<file path="config.mk">
export PLATFORM = sky130hd
export DESIGN_NAME = alu_sequencer_flat
export DESIGN_NICKNAME = d
export VERILOG_FILES = /design/src/rtl/alu_sequencer_pkg.sv /design/src/rtl/alu_sequencer_if.sv /design/src/rtl/alu_sequencer_seq_decode.sv /design/src/rtl/alu_sequencer.sv /design/src/flat_wrapper.sv
export SDC_FILE = /design/constraint.sdc
export NUM_CORES = 1
export LEC_CHECK = 0
export ABC_AREA = 1
export CORE_UTILIZATION = 45
export DETAILED_ROUTE_END_ITERATION = 12
export DONT_BUFFER_PORTS = 1
export PLACE_DENSITY_LB_ADDON = 0.1
export SLEW_MARGIN = 25
export SYNTH_ARGS = -nofsm -noshare
export SYNTH_HDL_FRONTEND = slang
export SYNTH_SLANG_ARGS = --single-unit
</file>
<file path="constraint.sdc">
create_clock -name clk -period 1.9 [get_ports clk]
set_input_delay 0.19 -clock clk [delete_from_list [all_inputs] [get_ports clk]]
set_output_delay 0.19 -clock clk [all_outputs]
set_load 0.005 [all_outputs]
</file>
<file path="src/rtl/alu_sequencer_pkg.sv">
// Shared definitions for the alu_sequencer control slice: opcodes, FSM states,
// instruction field layout and the decode flag bundle.
package alu_sequencer_pkg;

  localparam int OP_MSB = 15;
  localparam int OP_LSB = 12;
  localparam int RD_MSB = 11;
  localparam int RD_LSB = 8;
  localparam int RS_MSB = 7;
  localparam int RS_LSB = 4;
  localparam int RT_MSB = 3;
  localparam int RT_LSB = 0;

  localparam logic [3:0] OP_JMP = 4'h0;
  localparam logic [3:0] OP_ADD = 4'h1;
  localparam logic [3:0] OP_SUB = 4'h2;
  localparam logic [3:0] OP_AND = 4'h3;
  localparam logic [3:0] OP_OR  = 4'h4;
  localparam logic [3:0] OP_SHL = 4'h5;
  localparam logic [3:0] OP_SHR = 4'h6;
  localparam logic [3:0] OP_XOR = 4'h7;
  localparam logic [3:0] OP_LD  = 4'h8;
  localparam logic [3:0] OP_ST  = 4'h9;
  localparam logic [3:0] OP_MOV = 4'hA;
  localparam logic [3:0] OP_BEQ = 4'hB;
  localparam logic [3:0] OP_BNE = 4'hC;
  localparam logic [3:0] OP_BLT = 4'hD;
  localparam logic [3:0] OP_BGT = 4'hE;
  localparam logic [3:0] OP_CMP = 4'hF;

  typedef enum logic [2:0] {
    S_FETCH,
    S_DECODE,
    S_EX1,
    S_EX2,
    S_MEM,
    S_WB
  } state_t;

  typedef struct packed {
    logic [3:0] op;
    logic [3:0] rd;
    logic [3:0] rs;
    logic [3:0] rt;
  } instr_t;

  typedef struct packed {
    logic flag_en;
    logic is_branch;
    logic is_mem;
    logic is_store;
    logic writes_rd;
  } dec_t;

  function automatic instr_t unpack_instr(input logic [15:0] w);
    instr_t i;
    i.op = w[OP_MSB:OP_LSB];
    i.rd = w[RD_MSB:RD_LSB];
    i.rs = w[RS_MSB:RS_LSB];
    i.rt = w[RT_MSB:RT_LSB];
    return i;
  endfunction

endpackage

</file>
<file path="src/rtl/alu_sequencer_if.sv">
// Instruction-fetch and data-memory req/ack buses of the sequencer.
// Requests are held until the matching ack is sampled high.
interface alu_sequencer_if #(
  parameter int DATA_W = 16
);
  logic              imem_req;
  logic [DATA_W-1:0] imem_addr;
  logic              imem_ack;
  logic [DATA_W-1:0] imem_rdata;

  logic              dmem_req;
  logic              dmem_we;
  logic [DATA_W-1:0] dmem_addr;
  logic [DATA_W-1:0] dmem_wdata;
  logic              dmem_ack;
  logic [DATA_W-1:0] dmem_rdata;

  modport master (
    output imem_req, imem_addr, dmem_req, dmem_we, dmem_addr, dmem_wdata,
    input  imem_ack, imem_rdata, dmem_ack, dmem_rdata
  );

  modport slave (
    input  imem_req, imem_addr, dmem_req, dmem_we, dmem_addr, dmem_wdata,
    output imem_ack, imem_rdata, dmem_ack, dmem_rdata
  );
endinterface

</file>
<file path="src/rtl/alu_sequencer_seq_decode.sv">
// Opcode classifier for the sequencer; purely combinational, zero latency,
// no flow control.
module seq_decode
  import alu_sequencer_pkg::*;
(
  input  logic [3:0] op,
  output dec_t       dec
);

  always_comb begin
    dec = '0;
    case (op)
      OP_ADD, OP_SUB, OP_AND, OP_OR, OP_SHL, OP_SHR, OP_XOR: begin
        dec.flag_en   = 1'b1;
        dec.writes_rd = 1'b1;
      end
      OP_LD: begin
        dec.is_mem    = 1'b1;
        dec.writes_rd = 1'b1;
      end
      OP_ST: begin
        dec.is_mem   = 1'b1;
        dec.is_store = 1'b1;
      end
      OP_MOV:                                 dec.writes_rd = 1'b1;
      OP_JMP, OP_BEQ, OP_BNE, OP_BLT, OP_BGT: dec.is_branch = 1'b1;
      OP_CMP:                                 dec.flag_en   = 1'b1;
      default: dec = '0;
    endcase
  end

endmodule

</file>
<file path="src/rtl/alu_sequencer.sv">
// Multi-cycle fetch/decode/execute sequencer; 5 cycles per ALU op, 4 per branch/CMP,
// memory ops add the dmem wait; imem/dmem requests stall the FSM until acked.
module alu_sequencer
  import alu_sequencer_pkg::*;
#(
  parameter logic [15:0] RESET_PC = 16'h0000,
  parameter int          DATA_W   = 16
) (
  input  logic              clk,
  input  logic              rst_n,
  input  logic              run,
  alu_sequencer_if.master   bus,
  output logic [3:0]        rf_raddr0,
  output logic [3:0]        rf_raddr1,
  input  logic [DATA_W-1:0] rf_rdata1,
  output logic              rf_we,
  output logic [3:0]        rf_waddr,
  output logic [DATA_W-1:0] rf_wdata,
  output logic [3:0]        alu_func,
  output logic              alu_flag_en,
  input  logic [DATA_W-1:0] alu_q,
  input  logic              alu_b_out,
  output logic [DATA_W-1:0] pc,
  output logic [DATA_W-1:0] retired,
  output logic              busy
);

  state_t            state;
  instr_t            instr_q;
  dec_t              dec;
  logic              imem_req_q;
  logic              dmem_req_q;
  logic              dmem_we_q;
  logic [DATA_W-1:0] dmem_addr_q;
  logic [DATA_W-1:0] dmem_wdata_q;
  instr_t            fetched;

  seq_decode u_seq_decode (
    .op  (instr_q.op),
    .dec (dec)
  );

  assign fetched        = unpack_instr(bus.imem_rdata);
  assign bus.imem_req   = imem_req_q;
  assign bus.imem_addr  = pc;
  assign bus.dmem_req   = dmem_req_q;
  assign bus.dmem_we    = dmem_we_q;
  assign bus.dmem_addr  = dmem_addr_q;
  assign bus.dmem_wdata = dmem_wdata_q;
  assign busy           = (state != S_FETCH) || imem_req_q;

  always_ff @(posedge clk or negedge rst_n) begin
    if (!rst_n) begin
      state        <= S_FETCH;
      instr_q      <= '0;
      pc           <= RESET_PC;
      retired      <= '0;
      imem_req_q   <= 1'b0;
      dmem_req_q   <= 1'b0;
      dmem_we_q    <= 1'b0;
      dmem_addr_q  <= '0;
      dmem_wdata_q <= '0;
      rf_raddr0    <= '0;
      rf_raddr1    <= '0;
      rf_we        <= 1'b0;
      rf_waddr     <= '0;
      rf_wdata     <= '0;
      alu_func     <= '0;
      alu_flag_en  <= 1'b0;
    end else begin
      rf_we <= 1'b0;
      unique case (state)
        S_FETCH: begin
          if (imem_req_q) begin
            if (bus.imem_ack) begin
              instr_q    <= fetched;
              rf_raddr0  <= fetched.rs;
              rf_raddr1  <= fetched.rt;
              pc         <= pc + 1'b1;
              imem_req_q <= 1'b0;
              state      <= S_DECODE;
            end
          end else if (run) begin
            imem_req_q <= 1'b1;
          end
        end

        S_DECODE: begin
          alu_func    <= instr_q.op;
          alu_flag_en <= dec.flag_en;
          state       <= S_EX1;
        end

        // Func is dropped as soon as the ALU has latched it so flags cannot
        // be touched again outside the sequencer's execute window.
        S_EX1: begin
          alu_func    <= '0;
          alu_flag_en <= 1'b0;
          state       <= S_EX2;
        end

        S_EX2: begin
          if (dec.is_mem) begin
            dmem_req_q   <= 1'b1;
            dmem_we_q    <= dec.is_store;
            dmem_addr_q  <= alu_q;
            dmem_wdata_q <= dec.is_store ? rf_rdata1 : '0;
            state        <= S_MEM;
          end else if (dec.writes_rd) begin
            rf_we    <= 1'b1;
            rf_waddr <= instr_q.rd;
            rf_wdata <= alu_q;
            state    <= S_WB;
          end else begin
            if (dec.is_branch && alu_b_out) begin
              pc <= alu_q;
            end
            retired    <= retired + 1'b1;
            imem_req_q <= run;
            state      <= S_FETCH;
          end
        end

        S_MEM: begin
          if (bus.dmem_ack) begin
            dmem_req_q   <= 1'b0;
            dmem_we_q    <= 1'b0;
            dmem_addr_q  <= '0;
            dmem_wdata_q <= '0;
            if (dec.is_store) begin
              retired    <= retired + 1'b1;
              imem_req_q <= run;
              state      <= S_FETCH;
            end else begin
              rf_we    <= 1'b1;
              rf_waddr <= instr_q.rd;
              rf_wdata <= bus.dmem_rdata;
              state    <= S_WB;
            end
          end
        end

        S_WB: begin
          retired    <= retired + 1'b1;
          imem_req_q <= run;
          state      <= S_FETCH;
        end

        default: state <= S_FETCH;
      endcase
    end
  end

endmodule

</file>
<file path="src/flat_wrapper.sv">
// flat-port wrapper written by rule: the top's interface ports become plain ports
module alu_sequencer_flat import alu_sequencer_pkg::*;
#(
  parameter logic [15:0] RESET_PC = 16'h0000,
  parameter int          DATA_W   = 16
)
  (clk, rst_n, run, rf_raddr0, rf_raddr1, rf_rdata1, rf_we, rf_waddr, rf_wdata, alu_func, alu_flag_en, alu_q, alu_b_out, pc, retired, busy, bus_imem_req, bus_imem_addr, bus_dmem_req, bus_dmem_we, bus_dmem_addr, bus_dmem_wdata, bus_imem_ack, bus_imem_rdata, bus_dmem_ack, bus_dmem_rdata);
  alu_sequencer_if #(.DATA_W(DATA_W)) bus_i ();
  input  logic clk;
  input  logic rst_n;
  input  logic run;
  output logic [3:0] rf_raddr0;
  output logic [3:0] rf_raddr1;
  input  logic [DATA_W-1:0] rf_rdata1;
  output logic rf_we;
  output logic [3:0] rf_waddr;
  output logic [DATA_W-1:0] rf_wdata;
  output logic [3:0] alu_func;
  output logic alu_flag_en;
  input  logic [DATA_W-1:0] alu_q;
  input  logic alu_b_out;
  output logic [DATA_W-1:0] pc;
  output logic [DATA_W-1:0] retired;
  output logic busy;
  output wire logic [$bits(bus_i.imem_req)-1:0] bus_imem_req;
  output wire logic [$bits(bus_i.imem_addr)-1:0] bus_imem_addr;
  output wire logic [$bits(bus_i.dmem_req)-1:0] bus_dmem_req;
  output wire logic [$bits(bus_i.dmem_we)-1:0] bus_dmem_we;
  output wire logic [$bits(bus_i.dmem_addr)-1:0] bus_dmem_addr;
  output wire logic [$bits(bus_i.dmem_wdata)-1:0] bus_dmem_wdata;
  input wire logic [$bits(bus_i.imem_ack)-1:0] bus_imem_ack;
  input wire logic [$bits(bus_i.imem_rdata)-1:0] bus_imem_rdata;
  input wire logic [$bits(bus_i.dmem_ack)-1:0] bus_dmem_ack;
  input wire logic [$bits(bus_i.dmem_rdata)-1:0] bus_dmem_rdata;
  assign bus_imem_req = bus_i.imem_req;
  assign bus_imem_addr = bus_i.imem_addr;
  assign bus_dmem_req = bus_i.dmem_req;
  assign bus_dmem_we = bus_i.dmem_we;
  assign bus_dmem_addr = bus_i.dmem_addr;
  assign bus_dmem_wdata = bus_i.dmem_wdata;
  assign bus_i.imem_ack = bus_imem_ack;
  assign bus_i.imem_rdata = bus_imem_rdata;
  assign bus_i.dmem_ack = bus_dmem_ack;
  assign bus_i.dmem_rdata = bus_dmem_rdata;
  alu_sequencer #(.RESET_PC(RESET_PC), .DATA_W(DATA_W)) u_core (.clk(clk), .rst_n(rst_n), .run(run), .bus(bus_i), .rf_raddr0(rf_raddr0), .rf_raddr1(rf_raddr1), .rf_rdata1(rf_rdata1), .rf_we(rf_we), .rf_waddr(rf_waddr), .rf_wdata(rf_wdata), .alu_func(alu_func), .alu_flag_en(alu_flag_en), .alu_q(alu_q), .alu_b_out(alu_b_out), .pc(pc), .retired(retired), .busy(busy));
endmodule
</file>
==> results of run 1 <==
-- Yosys cell counts, types with 2 or more instances --
master	number	area (sq um)
nand2_1	236	886
dfrtp_1	112	2800
inv_1	76	285
o21ai_0	70	350
nand3_1	57	285
nor2_1	38	143
buf_4	21	158
mux2_2	12	135
buf_2	10	50.1
xor2_1	9	78.8
clkbuf_1	8	30.0
o21ai_1	8	40.0
nand4_1	7	43.8
a21oi_1	5	25.0
o22ai_1	5	31.3
xnor2_1	5	43.8
nor3_1	4	20.0
inv_2	3	11.3
nor2_2	3	18.8
buf_6	2	22.5
ha_1	2	25.0
nand3_2	2	20.0
o21ai_2	2	17.5
or2_2	2	12.5
-- state kept, by name (all words and copies together), names as in the netlist --
signal,flops
u_core.bus.dmem_addr,16
u_core.instr_q,8
u_core.bus.imem_addr,16
u_core.bus.imem_req,1
u_core.state,3
u_core.alu_flag_en,1
u_core.rf_waddr,4
u_core.rf_wdata,16
u_core.rf_raddr1,4
u_core.bus.dmem_wdata,16
u_core.bus.dmem_req,1
u_core.bus.dmem_we,1
u_core.retired,16
u_core.alu_func,4
u_core.rf_we,1
u_core.rf_raddr0,4
-- cell type report --
type,count,area [sq um]
well taps,168,210
repair buffers,47,439
multi-input cells,476,2280
inverters,80,303
flip-flops and latches,112,2800
fillers,1210,5780
clock inverters,7,72.6
clock buffers,9,225
-- path summary, 6_finish.rpt --
path	end	cells after the start	startpoint	slack [ps]
min	u_core.retired[14]$_DFFE_PN0P_	0	rst_n	-480
max	u_core.bus.imem_addr[15]$_DFFE_PN0P_	9	u_core.state[2]$_DFFE_PN0P_	160
max reg2reg	u_core.bus.imem_addr[15]$_DFFE_PN0P_	9	u_core.state[2]$_DFFE_PN0P_	160
max in group asynchronous	u_core.rf_waddr[2]$_DFFE_PN0P_	0	rst_n	2190
min in group clk	u_core.bus.dmem_addr[11]$_DFFE_PN0P_	2	alu_q[11]	30
min reg2reg	u_core.rf_waddr[1]$_DFFE_PN0P_	2	u_core.instr_q[9]$_DFFE_PN0P_	480
-- power breakdown --
group	internal [uW]	leakage (uW)	switching (uW)	total (uW)
Sequential	3430	0.00144	1120	4550
Clock	1020	0.000141	895	1920
Combinational	1230	0.00156	2030	3260
-- kinds of logic (layout without fill, tap and decap cells) --
logic type	Yosys count	count (layout)	share of synthesized area [%]
multiplexers	12	12	2.40
AO/OA/AOI/OAI	93	93	8.63
adder cells (fa/ha/maj)	2	2	0.444
buffers and inverters	121	143	9.99
flip-flops	112	112	49.7
AND/OR/NAND/NOR	355	355	26.7
XOR/XNOR	14	14	2.17
-- worst reg2reg max path: cells and delay by family (launching register included) --
kind                   cells  cell delay (ps)
and+or+nand+nor            6              680
buffers and inverters      3              550
DFF                        1              460
-- through the flow --
stage	utilization, %	instances	hold slack, ps
6_report	52.3	899	-480
5_1_grt	52.3	899	-500
4_1_cts	52.2	899	-488
3_5_place_dp	47.0	850	-103
3_3_place_gp	47.0	850	-103
2_1_floorplan	-	709	-106
-- routing by layer --
metal | vias up | routed length, um | global-route usage, %
met5 | - | 0 | 0
met4 | 0 | 207 | 7.10
met3 | 16 | 1050 | 7.86
met2 | 149 | 6750 | 36.6
met1 | 2151 | 6350 | 29.9
li1 | 2263 | - | -
-- timing repair --
item | 4_1_cts | 5_1_grt
gates resized for setup | 0 | 3
setup endpoints to repair | 0 | 20
hold endpoints to repair | 145 | 112
==> metrics.csv, run 1 <==
metric;value;unit
postCtsSetupRepairBufs;0;
outcome;complete, but fails checks;
drc;0;
cp_data_required_time;2200;ps
finalCriticalPeriod;1740;ps
hold_violations;112;
setup_viol;0;
cts_htree_levels;3;
synth_area_per_cell;7.95;sq um
setup_tns;0;ps
vdd_ir_drop_max;0.000650;V
drt_first_pass_iters;5;
clock.fmax;0.574;GHz
cts-buffers-inserted;9;
fin_skew;8.08;ps
nNetsFinal;798;
grt_pass1_wl;23000;um
die_w;114;um
path_cells;inv_2, nand3_4, nor2_8, inv_4, nand3_1, nor2_2, inv_1, nand2_1, nand2_1;
async_reset_ff_share;100;%
place_area;0.00569;sq mm
synth_edf_count;0;
grt_max_degree;113;
maxCapViolCount;0;
design_area;0.00633;sq mm
crit_type;register to register;
cts_tree;built;
worst_slack;159;ps
drt_iter0_drc;277;
place.gp.congestion;0.858;
final_cell_mix;nand2_1 (236), dfrtp_1 (111), inv_1 (76), o21ai_0 (70), nand3_1 (57);
ys_types;34;
power_density;1540;mW/mm^2
maxSlewViolCount;0;
endpoint_kind;register;
rsz0062_at_grt;no;
antenna_found_initial;0;
netlist_instances;709;
place_ws;148;ps
fin_crit_sh;91.6;%
clock_sinks;112;
rows;40;
final_common_cell;nand2_1;
hold_ws;-480;ps
leakage;0.00314;uW
critPathSlowestCell;dfrtp_2;
worstMarginPinSlew;479;ps
portBuffers;0;
violations;hold timing;
grt_pass1_vias;4354;
drive_above_1_share;8.48;%
path_delay_family;simple AND/OR/NAND/NOR gates;
die_y;114;um
ant_nets;0;
synth-seq-cells;112;
n_antenna_cell;0;
insertion_delay;360;ps
p_total;9730;uW
synthFlopType;dfrtp_1;
core_area;0.0121;sq mm
totalWireLength;14400;um
track_usage;23.1;%
slew-limit-headroom;67.8;%
syn_area;0.00564;sq mm
cp-start-kind;register;
start_util;46.5;%
cts_root_buf;clkbuf_16;
wl_per_cell;16.0;um
clk_pin_slew;80;ps
via_per_inst;5.09;
hold_class;primary input to asynchronous set/reset pin;
slowest_delay;460;ps
hpwlAfterDp;10100;um
cp.arrival;2040;ps
area_growth;12.3;%
syn-num-nets;781;
yosysWarnings;0;
cp_num_buf_inv;3;
routed-via-count;4579;
pin_count;188;
ys_seq_area_share;49.7;%
die_area;0.0130;sq mm
cts_hold_buf;33;
grt_overflow_total;0;
cp_max_fo;18;
cpMostUsedCell;nand2_1;
clk_path_buf_depth;2;
Power figures use the tool's default switching activity.
==> run 2, diff against run 1 <==
==> constraint.sdc (replaced) <==
create_clock -name clk -period 1.92 [get_ports clk]
set_input_delay 0.192 -clock clk [delete_from_list [all_inputs] [get_ports clk]]
set_output_delay 0.192 -clock clk [all_outputs]
set_load 0.005 [all_outputs]
==> metrics.csv, run 2 (same netlist as run 1, synthesis figures left out) <==
metric;value;unit;change
hold_violations;112;;unchanged
cpMostUsedCell;nand2_1;;
n_antenna_cell;0;;unchanged
crit_type;register to register;;
seq_power_share;44.9;%;-1.9 points
cp_num_buf_inv;2;;-1
hold_class;primary input to asynchronous set/reset pin;;
antenna_found_initial;0;;unchanged
p_comb_share;33.3;%;-0.2 points
power_density;1560;mW/mm^2;+1.8%
drt_iter0_drc;346;;+25%
portBuffers;0;;unchanged
clockPowerShare;21.7;%;+2.0 points
rr_endpoint;u_core.bus.imem_addr[15]$_DFFE_PN0P_;;
track_usage;23.0;%;-0.11 points
setup_viol;0;;unchanged
pin_count;188;;unchanged
swShare;40.8;%;-0.76 points
insertion_delay;350;ps;about the same
routed-via-count;4594;;+0.33%
die_y;114;um;unchanged
cp_data_required_time;2170;ps;-30 ps
cts_hold_buf;32;;-3.0%
cp.arrival;2020;ps;-20 ps
drive_above_1_share;9.00;%;+0.52 points
path_delay_family;simple AND/OR/NAND/NOR gates;;
maxCapViolCount;0;;unchanged
cts_root_buf;clkbuf_16;;
cts_htree_levels;3;;unchanged
rows;40;;unchanged
final_cell_mix;nand2_1 (236), dfrtp_1 (111), inv_1 (75), o21ai_0 (70), nand3_1 (57);;
hpwlAfterDp;10100;um;+0.43%
cts-buffers-inserted;9;;unchanged
totalWireLength;14500;um;+0.81%
clock.fmax;0.563;GHz;-2.0%
cp-start-kind;register;;
leakage;0.00317;uW;+0.89%
post-route-util;52.8;%;+0.56 points
grt_max_degree;113;;unchanged
slowest_delay;470;ps;about the same
p_int;5920;uW;+4.3%
postCtsSetupRepairBufs;0;;unchanged
multiInputGateArea;0.00228;sq mm;unchanged
cts_tree;built;;
grt_pass1_vias;4493;;+3.2%
via_per_inst;5.10;;+0.10%
slew-limit-headroom;69.8;%;+1.9 points
violations;hold timing;;
outcome;complete, but fails checks;;
drc;0;;unchanged
grt_pass1_wl;23200;um;+0.99%
die_w;114;um;unchanged
finalCriticalPeriod;1780;ps;+36.2 ps
worstMarginPinSlew;451;ps;-28.0 ps
vdd_ir_drop_max;0.000725;V;+12%
cp_max_fo;6;;-12
core_area;0.0121;sq mm;unchanged
start_util;46.5;%;unchanged
clk_path_buf_depth;2;;unchanged
rr_startpoint;u_core.state[0]$_DFFE_PN0P_;;
drt_first_pass_iters;4;;-1
final_common_cell;nand2_1;;
area_growth;13.5;%;
setup_tns;0;ps;unchanged
die_area;0.0130;sq mm;unchanged
reg2reg_slack;140;ps;-20 ps
critPathSlowestCell;dfrtp_1;;
endpoint_kind;register;;
power.switching;4090;uW;+1.0%
seqCellArea;0.00280;sq mm;unchanged
fill_cells;1173;;-3.1%
critPathLaunch;u_core.state[0]$_DFFE_PN0P_;;
clock_sinks;112;;unchanged
nNetsFinal;800;;+0.25%
ff2ff_path_depth;10;;+1
ant_nets;0;;unchanged
place.gp.congestion;0.910;;+6.1%
maxSlewViolCount;0;;unchanged
wl_per_cell;16.1;um;+0.59%
fin_skew;9.41;ps;+1.33 ps
path_cells;nor2_2, nand2_1, nand2_1, nand2_1, inv_1, nand3_1, nor2_4, clkinvlp_4, nand2_1, nand2_1;;
hold_ws;-477;ps;+2.77 ps
fin_crit_sh;92.5;%;+0.93 points
grt_overflow_total;0;;unchanged
clk_pin_slew;80;ps;about the same
## run 2: changes by cell type in the layout (fill, tap and decap cells not counted)
cell,before,now
bufinv_16,1,3
buf_4,13,14
buf_6,1,2
clkinv_2,2,1
clkinvlp_4,2,3
dlygate4sd3_1,33,32
inv_1,76,75
## run 2: per-layer routing
| metal | vias to the layer above | GRT usage [%] | part of all wire [%] |
|---|---|---|---|
| met3 | 22 | 5.63 | 6.8 |
| met1 | 2144 | 31.0 | 46 |
| met4 | 0 | 9.35 | 1.9 |
| met5 | - | 0 | 0 |
| li1 | 2267 | - | - |
| met2 | 161 | 35.6 | 45 |
## run 2: area by class of cell
cell class	instances	area share (%)
Clock inverter	7	1.88
Timing Repair Buffer	48	7.00
Inverter	80	4.79
Multi-Input combinational cell	476	35.6
Sequential cell	112	43.8
Timing Repair inverter	1	0.117
Tap cell	168	3.29
Clock buffer	9	3.52
## run 2: how the worst max path moves through the flow
stage	endpoint	slack (ps)	cells after the start
finish	u_core.bus.imem_addr[15]$_DFFE_PN0P_	140	10
global route	u_core.bus.imem_addr[15]$_DFFE_PN0P_	-20	10
CTS	u_core.bus.imem_addr[15]$_DFFE_PN0P_	140	8
detailed placement	u_core.bus.imem_addr[15]$_DFFE_PN0P_	160	8
global placement	u_core.bus.imem_addr[9]$_DFFE_PN0P_	180	8
floorplan	u_core.retired[7]$_DFFE_PN0P_	400	10
## run 2: power groups by stage
stage | Clock [uW] | Combinational, uW | Sequential [uW]
floorplan | 0 | 2790 | 4190
global placement | 0 | 3110 | 4530
detailed placement | 0 | 3200 | 4530
CTS | 2210 | 3260 | 4510
global route | 2290 | 3860 | 4650
finish | 2180 | 3340 | 4500
## run 2: worst register-to-register path: cells and delay by family, from the launching register on
kind,cells,cell delay (ps)
buffers and inverters,2,280
flip-flops,1,470
AND/OR/NAND/NOR,8,930
## run 2: repair_timing
action                                  in CTS  in global routing
endpoints found under the setup margin       0                  1
resized for setup                            0                  6
hold endpoints to repair                   144                112
## run 2: through the flow
stage          setup slack (ps)  cell area, sq um  total power, uW  cells
2_1_floorplan               398              5640             6980    709
3_3_place_gp                183              5710             7640    852
3_5_place_dp                161              5710             7730    852
4_1_cts                     139              6370             9980    900
5_1_grt                   -18.7              6400            10800    901
6_report                    143              6400            10000    901
